`src/rtl/timer_intr_ctrl_pkg.sv`:
```
// Shared definitions for the machine-timer / interrupt-request block.
// Contents: register word addresses, INTCTRL bit positions, privilege
// encodings, the mtimecmp reset constant and the interrupt-take FSM states.
package timer_intr_ctrl_pkg;

    // Register word addresses (reg_adr); 5-7 are reserved.
    localparam logic [2:0] ADR_MTIME_LO    = 3'd0;
    localparam logic [2:0] ADR_MTIME_HI    = 3'd1;
    localparam logic [2:0] ADR_MTIMECMP_LO = 3'd2;
    localparam logic [2:0] ADR_MTIMECMP_HI = 3'd3;
    localparam logic [2:0] ADR_INTCTRL     = 3'd4;

    // INTCTRL bit positions.
    localparam int unsigned INTCTRL_EXT_PEND = 0;  // read, write-1-to-clear
    localparam int unsigned INTCTRL_TMR_EN   = 1;  // read/write
    localparam int unsigned INTCTRL_SYNC_EXT = 2;  // read-only

    // Privilege encodings.
    localparam logic [1:0] M_MODE = 2'b11;
    localparam logic [1:0] S_MODE = 2'b01;
    localparam logic [1:0] U_MODE = 2'b00;

    // mtimecmp comes out of reset as far away as possible so no request fires.
    localparam logic [63:0] MTIMECMP_RST = 64'hFFFF_FFFF_FFFF_FFFF;

    typedef enum logic {
        StIdle,
        StIssued
    } take_state_e;

endpackage

```
`src/rtl/irq_sync_edge.sv`:
```
// Two-flop synchronizer followed by a rising-edge detector.
// Ports:
//   clk, rst_n  - clock, asynchronous active-low reset
//   async_in    - asynchronous input line
//   sync_out    - synchronized level
//   rise_pulse  - one-cycle pulse on a synchronized 0->1 transition
module irq_sync_edge (
    input  logic clk,
    input  logic rst_n,
    input  logic async_in,
    output logic sync_out,
    output logic rise_pulse
);

    logic meta_q;
    logic sync_q;
    logic prev_q;

    always_ff @(posedge clk or negedge rst_n) begin
        if (!rst_n) begin
            meta_q <= 1'b0;
            sync_q <= 1'b0;
            prev_q <= 1'b0;
        end else begin
            meta_q <= async_in;
            sync_q <= meta_q;
            prev_q <= sync_q;
        end
    end

    assign sync_out   = sync_q;
    assign rise_pulse = sync_q & ~prev_q;

endmodule

```
`src/rtl/timer_intr_ctrl.sv`:
```
// Machine timer (64-bit mtime / mtimecmp) and interrupt-request generation
// feeding the CSR array.
// Optional feature macro: TIMER_PRESCALE_EN - when defined, mtime advances once
// every PRESCALE enabled clocks; otherwise once per enabled clock.
// Ports:
//   clk, rst_n                    - clock, asynchronous active-low reset
//   reg_we/reg_re/reg_adr         - register write/read strobes, word address
//   reg_wdata / reg_rdata         - write data / registered read data
//   ext_irq                       - asynchronous external interrupt line
//   csr_rmie/csr_meie/csr_mtie    - mstatus.MIE, mie.MEIE, mie.MTIE
//   cpu_stat_pc                   - CPU is in a state where a trap can be taken
//   g_interrupt                   - external interrupt request (level)
//   frc_cntr_val_leq              - timer interrupt request (level)
//   interrupts_in_pc_state        - one-cycle interrupt-take pulse
//   g_interrupt_priv              - request privilege (always M-mode)
module timer_intr_ctrl
    import timer_intr_ctrl_pkg::*;
#(
    parameter int unsigned PRESCALE = 16
) (
    input  logic        clk,
    input  logic        rst_n,
    input  logic        reg_we,
    input  logic        reg_re,
    input  logic [2:0]  reg_adr,
    input  logic [31:0] reg_wdata,
    output logic [31:0] reg_rdata,
    input  logic        ext_irq,
    input  logic        csr_rmie,
    input  logic        csr_meie,
    input  logic        csr_mtie,
    input  logic        cpu_stat_pc,
    output logic        g_interrupt,
    output logic        frc_cntr_val_leq,
    output logic        interrupts_in_pc_state,
    output logic [1:0]  g_interrupt_priv
);

`ifdef TIMER_PRESCALE_EN
    localparam bit PrescaleEn = 1'b1;
`else
    localparam bit PrescaleEn = 1'b0;
`endif
    // Divider collapses to 1 (tick every enabled clock) when prescaling is off.
    localparam int unsigned Div   = (PrescaleEn && PRESCALE > 1) ? PRESCALE : 1;
    localparam int unsigned PresW = (Div > 1) ? $clog2(Div) : 1;
    localparam logic [PresW-1:0] PresMax = PresW'(Div - 1);

    logic [63:0]      mtime_q, mtime_d;
    logic [63:0]      mtimecmp_q, mtimecmp_d;
    logic [31:0]      hi_shadow_q, hi_shadow_d;
    logic [31:0]      rdata_q, rdata_d;
    logic             ext_pend_q, ext_pend_d;
    logic             tmr_en_q, tmr_en_d;
    logic [PresW-1:0] presc_q, presc_d;
    take_state_e      state_q, state_d;

    logic        sync_ext;
    logic        ext_rise;
    logic        tick;
    logic        wr_mtime_lo, wr_mtime_hi, wr_cmp_lo, wr_cmp_hi, wr_intctrl;
    logic        any_req;
    logic        take;
    logic [31:0] intctrl_rd;

    irq_sync_edge u_ext_sync (
        .clk        (clk),
        .rst_n      (rst_n),
        .async_in   (ext_irq),
        .sync_out   (sync_ext),
        .rise_pulse (ext_rise)
    );

    assign wr_mtime_lo = reg_we & (reg_adr == ADR_MTIME_LO);
    assign wr_mtime_hi = reg_we & (reg_adr == ADR_MTIME_HI);
    assign wr_cmp_lo   = reg_we & (reg_adr == ADR_MTIMECMP_LO);
    assign wr_cmp_hi   = reg_we & (reg_adr == ADR_MTIMECMP_HI);
    assign wr_intctrl  = reg_we & (reg_adr == ADR_INTCTRL);

    assign tick = tmr_en_q & (presc_q == PresMax);

    always_comb begin
        presc_d = presc_q;
        if (wr_mtime_lo | wr_mtime_hi) begin
            presc_d = '0;
        end else if (tmr_en_q) begin
            presc_d = (presc_q == PresMax) ? '0 : presc_q + 1'b1;
        end
    end

    // A write to either half wins over the increment; the other half holds.
    always_comb begin
        mtime_d = mtime_q + {63'd0, tick};
        if (wr_mtime_lo) begin
            mtime_d = {mtime_q[63:32], reg_wdata};
        end else if (wr_mtime_hi) begin
            mtime_d = {reg_wdata, mtime_q[31:0]};
        end
    end

    always_comb begin
        mtimecmp_d = mtimecmp_q;
        if (wr_cmp_lo) mtimecmp_d[31:0]  = reg_wdata;
        if (wr_cmp_hi) mtimecmp_d[63:32] = reg_wdata;
    end

    always_comb begin
        tmr_en_d = wr_intctrl ? reg_wdata[INTCTRL_TMR_EN] : tmr_en_q;
        // A new edge beats a same-cycle clear so no interrupt is lost.
        ext_pend_d = ext_rise |
                     (ext_pend_q & ~(wr_intctrl & reg_wdata[INTCTRL_EXT_PEND]));
    end

    always_comb begin
        intctrl_rd                   = '0;
        intctrl_rd[INTCTRL_EXT_PEND] = ext_pend_q;
        intctrl_rd[INTCTRL_TMR_EN]   = tmr_en_q;
        intctrl_rd[INTCTRL_SYNC_EXT] = sync_ext;
    end

    // Reading MTIME_LO freezes the upper half so a LO-then-HI pair is coherent.
    always_comb begin
        rdata_d     = rdata_q;
        hi_shadow_d = hi_shadow_q;
        if (reg_re) begin
            case (reg_adr)
                ADR_MTIME_LO: begin
                    rdata_d     = mtime_q[31:0];
                    hi_shadow_d = mtime_q[63:32];
                end
                ADR_MTIME_HI:    rdata_d = hi_shadow_q;
                ADR_MTIMECMP_LO: rdata_d = mtimecmp_q[31:0];
                ADR_MTIMECMP_HI: rdata_d = mtimecmp_q[63:32];
                ADR_INTCTRL:     rdata_d = intctrl_rd;
                default:         rdata_d = '0;
            endcase
        end
    end

    assign g_interrupt      = ext_pend_q & csr_meie;
    assign frc_cntr_val_leq = tmr_en_q & csr_mtie & (mtime_q >= mtimecmp_q);
    assign any_req          = g_interrupt | frc_cntr_val_leq;

    // One pulse per take; re-arming needs MIE to drop first.
    always_comb begin
        state_d = state_q;
        take    = 1'b0;
        unique case (state_q)
            StIdle: begin
                if (cpu_stat_pc & csr_rmie & any_req) begin
                    take    = 1'b1;
                    state_d = StIssued;
                end
            end
            StIssued: begin
                if (!csr_rmie) state_d = StIdle;
            end
        endcase
    end

    assign interrupts_in_pc_state = take;
    assign g_interrupt_priv       = M_MODE;
    assign reg_rdata              = rdata_q;

    always_ff @(posedge clk or negedge rst_n) begin
        if (!rst_n) begin
            mtime_q     <= '0;
            mtimecmp_q  <= MTIMECMP_RST;
            hi_shadow_q <= '0;
            rdata_q     <= '0;
            ext_pend_q  <= 1'b0;
            tmr_en_q    <= 1'b0;
            presc_q     <= '0;
            state_q     <= StIdle;
        end else begin
            mtime_q     <= mtime_d;
            mtimecmp_q  <= mtimecmp_d;
            hi_shadow_q <= hi_shadow_d;
            rdata_q     <= rdata_d;
            ext_pend_q  <= ext_pend_d;
            tmr_en_q    <= tmr_en_d;
            presc_q     <= presc_d;
            state_q     <= state_d;
        end
    end

endmodule
```
`config.mk`:
```
export PLATFORM = sky130hd
export DESIGN_NAME = timer_intr_ctrl
export DESIGN_NICKNAME = d
export VERILOG_FILES = /design/src/rtl/timer_intr_ctrl_pkg.sv /design/src/rtl/irq_sync_edge.sv /design/src/rtl/timer_intr_ctrl.sv
export SDC_FILE = /design/constraint.sdc
export NUM_CORES = 1
export LEC_CHECK = 0
export BUFFER_PORTS_ARGS = -buffer_cell sky130_fd_sc_hd__buf_2
export CORE_ASPECT_RATIO = 1.2
export CORE_MARGIN = 2
export CORE_UTILIZATION = 61
export DETAILED_ROUTE_END_ITERATION = 12
export GPL_TIMING_DRIVEN = 0
export PLACE_DENSITY = 0.78
export SKIP_CTS_REPAIR_TIMING = 1
export SYNTH_ARGS = -nofsm -noshare
export SYNTH_HDL_FRONTEND = slang
export SYNTH_SLANG_ARGS = --single-unit
```
`constraint.sdc`:
```
create_clock -name clk -period 3 [get_ports clk]
set_input_delay 0.6 -clock clk [delete_from_list [all_inputs] [get_ports clk]]
set_output_delay 0.6 -clock clk [all_outputs]
set_load 0.05 [all_outputs]
```
==> flow_metrics.py <==
metrics = {
    "run_status": {
        "outcome": "finished with violations",
        "violations": "negative setup slack",
    },
    "setup_path": {
        "required_ns": 2.40,
        "cp_max_fo": 3,
        "startpoint_type": "flip-flop",
        "r2r_end": "mtime_q[62]$_DFFE_PN0N_",
        "ff2ff_setup_slack_ns": -0.11,
        "rr_startpoint": "tmr_en_q$_DFFE_PN0P_",
        "worstPathArrival_ns": 3.22,
        "r2r_cells": 10,
        "cp-end-kind": "output pin",
        "critical_path_class": "reg -> out",
    },
    "sta": {
        "relSlewSlack": 0.2788,
        "clock_skew_ns": 0.007084,
        "min_period_over_period": 1.273,
        "clock.fmax_mhz": 261.8,
        "fin_crit_ns": 3.820,
        "worst_slew_pin_slew_ns": 1.082,
        "finalWorstSetupSlack_ns": -0.8200,
        "hold_violations": 0,
        "grt_setup_unrepaired": "true",
        "slew_viol_final": 0,
        "setup_viol": 12,
    },
    "grt": {
        "grt_first_pass_wirelength_um": 54340,
        "antenna_found_initial": 0,
        "grt_pass1_vias": 9939,
        "grt_max_degree": 122,
        "overflow": 0,
        "grt_usage": 0.3642,
    },
    "finish": {
        "nets": 1396,
        "fill_cells": 1396,
        "antenna_cells": 0,
        "area_delta_synth_final_pct": 14.65,
        "drive_gt1_frac": 0.2248,
        "fin_area_sq_mm": 0.01284,
        "final_core_util": 0.7089,
    },
    "logic_synthesis": {
        "synth_seq_cells": 198,
        "syn_avg_cell_area_sq_um": 9.496,
        "seq_area_frac_synth": 0.4497,
        "syn-cell-area_sq_mm": 0.01120,
        "yosys_warnings": 0,
        "synth_edf_count": 0,
        "ys.flop_type": "dfrtp_1",
        "synthCells": 1179,
        "ys_types": 65,
        "async_reset_ff_frac": 1.000,
    },
    "min_path": {
        "min_path_type": "in -> async",
    },
    "drt": {
        "vias": 10175,
        "drt_first_pass_iters": 6,
        "drt_iter0_drc": 1220,
        "ant_nets": 0,
        "drc": 0,
        "totalWireLength_um": 35080,
        "wl_per_cell_um": 23.04,
        "drt-vias-per-instance": 6.681,
    },
    "clock_network": {
        "cts-htree-levels": 4,
        "cts_buffers": 17,
        "insertion_delay_ns": 0.44,
        "clockBufferDepth": 2,
        "clk_pin_slew_ns": 0.07,
        "clockRootBuffer": "clkbuf_16",
        "clock-sinks": 198,
        "cts_tree": "built",
    },
    "die": {
        "ios": 81,
        "core_region_area_sq_mm": 0.01811,
        "die_w_um": 127.7,
        "start_util": 0.6183,
        "fp.dieArea_sq_mm": 0.01946,
        "fp-row-count": 54,
        "die_y_um": 152.4,
    },
    "pwr": {
        "power_density_mw_per_mm2": 702.1,
        "irDropWorstVdd_mv": 0.4366,
        "leakage_nw": 5.529,
    },
    "place": {
        "dp_hpwl_um": 24640,
        "placed_cell_area_sq_mm": 0.01199,
        "portBuffers": 76,
        "place.gp.congestion": 0.9846,
    },
    "flow_run": {
        "cap_violations": 0,
    },
}
-- critical path, stage by stage (launching register included) --
cell and delay, ns:
dfstp_2 0.54, inv_1 0.07, ha_4 0.27, nand4_1 0.26, nor4_4 0.34, buf_4 0.20, nand2_2 0.05, nor2_1 0.10
a41o_1 0.26, o21bai_2 0.12, a2111oi_4 0.36, buf_6 0.20
-- cells in the mapped netlist, types with 48 or more instances --
master	count	area, sq um
dfrtp_1	134	3353
a21oi_1	111	555.5
inv_1	107	401.6
nand2_1	106	397.9
o21ai_0	90	450.4
ha_1	66	825.8
mux2_2	66	743.2
dfstp_2	64	1682
clkbuf_1	54	202.7
nor2_1	48	180.2
o22ai_1	48	300.3
-- registers in the layout, indices dropped and copies added (netlist names) --
signal / flops
state_q: 1
mtimecmp_q: 64
u_ext_sync.prev_q: 1
u_ext_sync.sync_out: 1
mtime_q: 64
u_ext_sync.meta_q: 1
hi_shadow_q: 32
ext_pend_q: 1
tmr_en_q: 1
reg_rdata: 32
-- layout by cell type, fill, tap and decap left out, types with 4 or more instances in the layout --
| cell | instances |
|---|---|
| mux2_2 | 66 |
| nor3_2 | 4 |
| mux2i_1 | 4 |
| buf_2 | 77 |
| and3_1 | 13 |
| ha_1 | 58 |
| nand2b_1 | 7 |
| dfstp_2 | 64 |
| a21oi_1 | 111 |
| nor3_4 | 4 |
| o21ai_0 | 88 |
| a31oi_1 | 9 |
| buf_1 | 11 |
| and2_1 | 7 |
| clkbuf_1 | 55 |
| a221oi_1 | 35 |
| nor3_1 | 4 |
| a22o_1 | 29 |
| nand3_1 | 36 |
| inv_6 | 4 |
| a41oi_1 | 4 |
| dfrtp_1 | 134 |
| nand2_1 | 105 |
| and4_1 | 9 |
| inv_1 | 103 |
| clkbuf_16 | 17 |
| buf_4 | 12 |
| ha_4 | 8 |
| o21a_1 | 4 |
| inv_2 | 4 |
| xor2_1 | 5 |
| o21ai_1 | 6 |
| o22ai_1 | 48 |
| a21o_1 | 13 |
| nor2_1 | 47 |
| nand4_1 | 15 |
| o22a_1 | 11 |
-- through the flow --
step | power [mW] | std cells | hold WS [ns] | setup slack [ns] | TNS (ns)
2_1_floorplan | 5.609 | 1180 | 0.3044 | -0.07546 | -0.07546
3_3_place_gp | 6.335 | 1480 | 0.3336 | -1.977 | -335.96
3_5_place_dp | 6.457 | 1481 | 0.3418 | -0.6096 | -28.92
4_1_cts | 8.830 | 1513 | 0.1387 | -1.110 | -2.841
5_1_grt | 9.445 | 1523 | 0.1626 | -0.8772 | -3.440
6_report | 9.012 | 1523 | 0.1061 | -0.8200 | -1.921
-- power by group --
part           switching, mW  internal (mW)  total (mW)
Combinational           1.48           1.08        2.56
Sequential             0.671           3.41        4.08
Clock                   1.08           1.29        2.37
-- how the worst max path moves through the flow --
stage	startpoint	to	cells past startpoint
floorplan	mtimecmp_q[62]$_DFFE_PN1P_	interrupts_in_pc_state	9
global placement	rst_n	reg_rdata[10]$_DFFE_PN0P_	1
detailed placement	mtimecmp_q[43]$_DFFE_PN1P_	interrupts_in_pc_state	10
CTS	mtimecmp_q[43]$_DFFE_PN1P_	interrupts_in_pc_state	10
global route	mtimecmp_q[46]$_DFFE_PN1P_	interrupts_in_pc_state	11
finish	mtimecmp_q[47]$_DFFE_PN1P_	interrupts_in_pc_state	11
-- layout make-up --
type	instances	area (sq um)	area share
repair buffers	87	499.2	0.03889
clock inverters	12	140.1	0.01092
well taps	224	280.3	0.02183
plain buffers	71	285.3	0.02222
flip-flops and latches	198	5035	0.3922
inverters	108	405.4	0.03158
clock buffers	20	456.7	0.03558
multi-input cells	803	5734	0.4467
-- layer usage --
| layer | share of wire | vias up | global-route usage | routed length, um |
|---|---|---|---|---|
| met4 | 0.059 | 0 | 0.2072 | 2079 |
| met5 | 0 | - | 0 | 0 |
| li1 | - | 4528 | - | - |
| met3 | 0.088 | 155 | 0.06742 | 3073 |
| met1 | 0.38 | 4873 | 0.4707 | 13420 |
| met2 | 0.47 | 619 | 0.5760 | 16510 |
-- cells by family (layout without fill, tap and decap cells) --
logic type / Yosys count / after routing / share of synthesized area
flip-flops: 198 / 198 / 0.4497
other: 1 / 2 / 0.0003349
XOR/XNOR: 6 / 6 / 0.004694
AND/OR/NAND/NOR: 273 / 273 / 0.1218
multiplexers: 70 / 70 / 0.06996
buffers and inverters: 179 / 298 / 0.06169
adder cells (fa/ha/maj): 66 / 66 / 0.07376
AO/OA/AOI/OAI: 386 / 386 / 0.2180
Note: power is estimated with default switching activity, not from simulation.
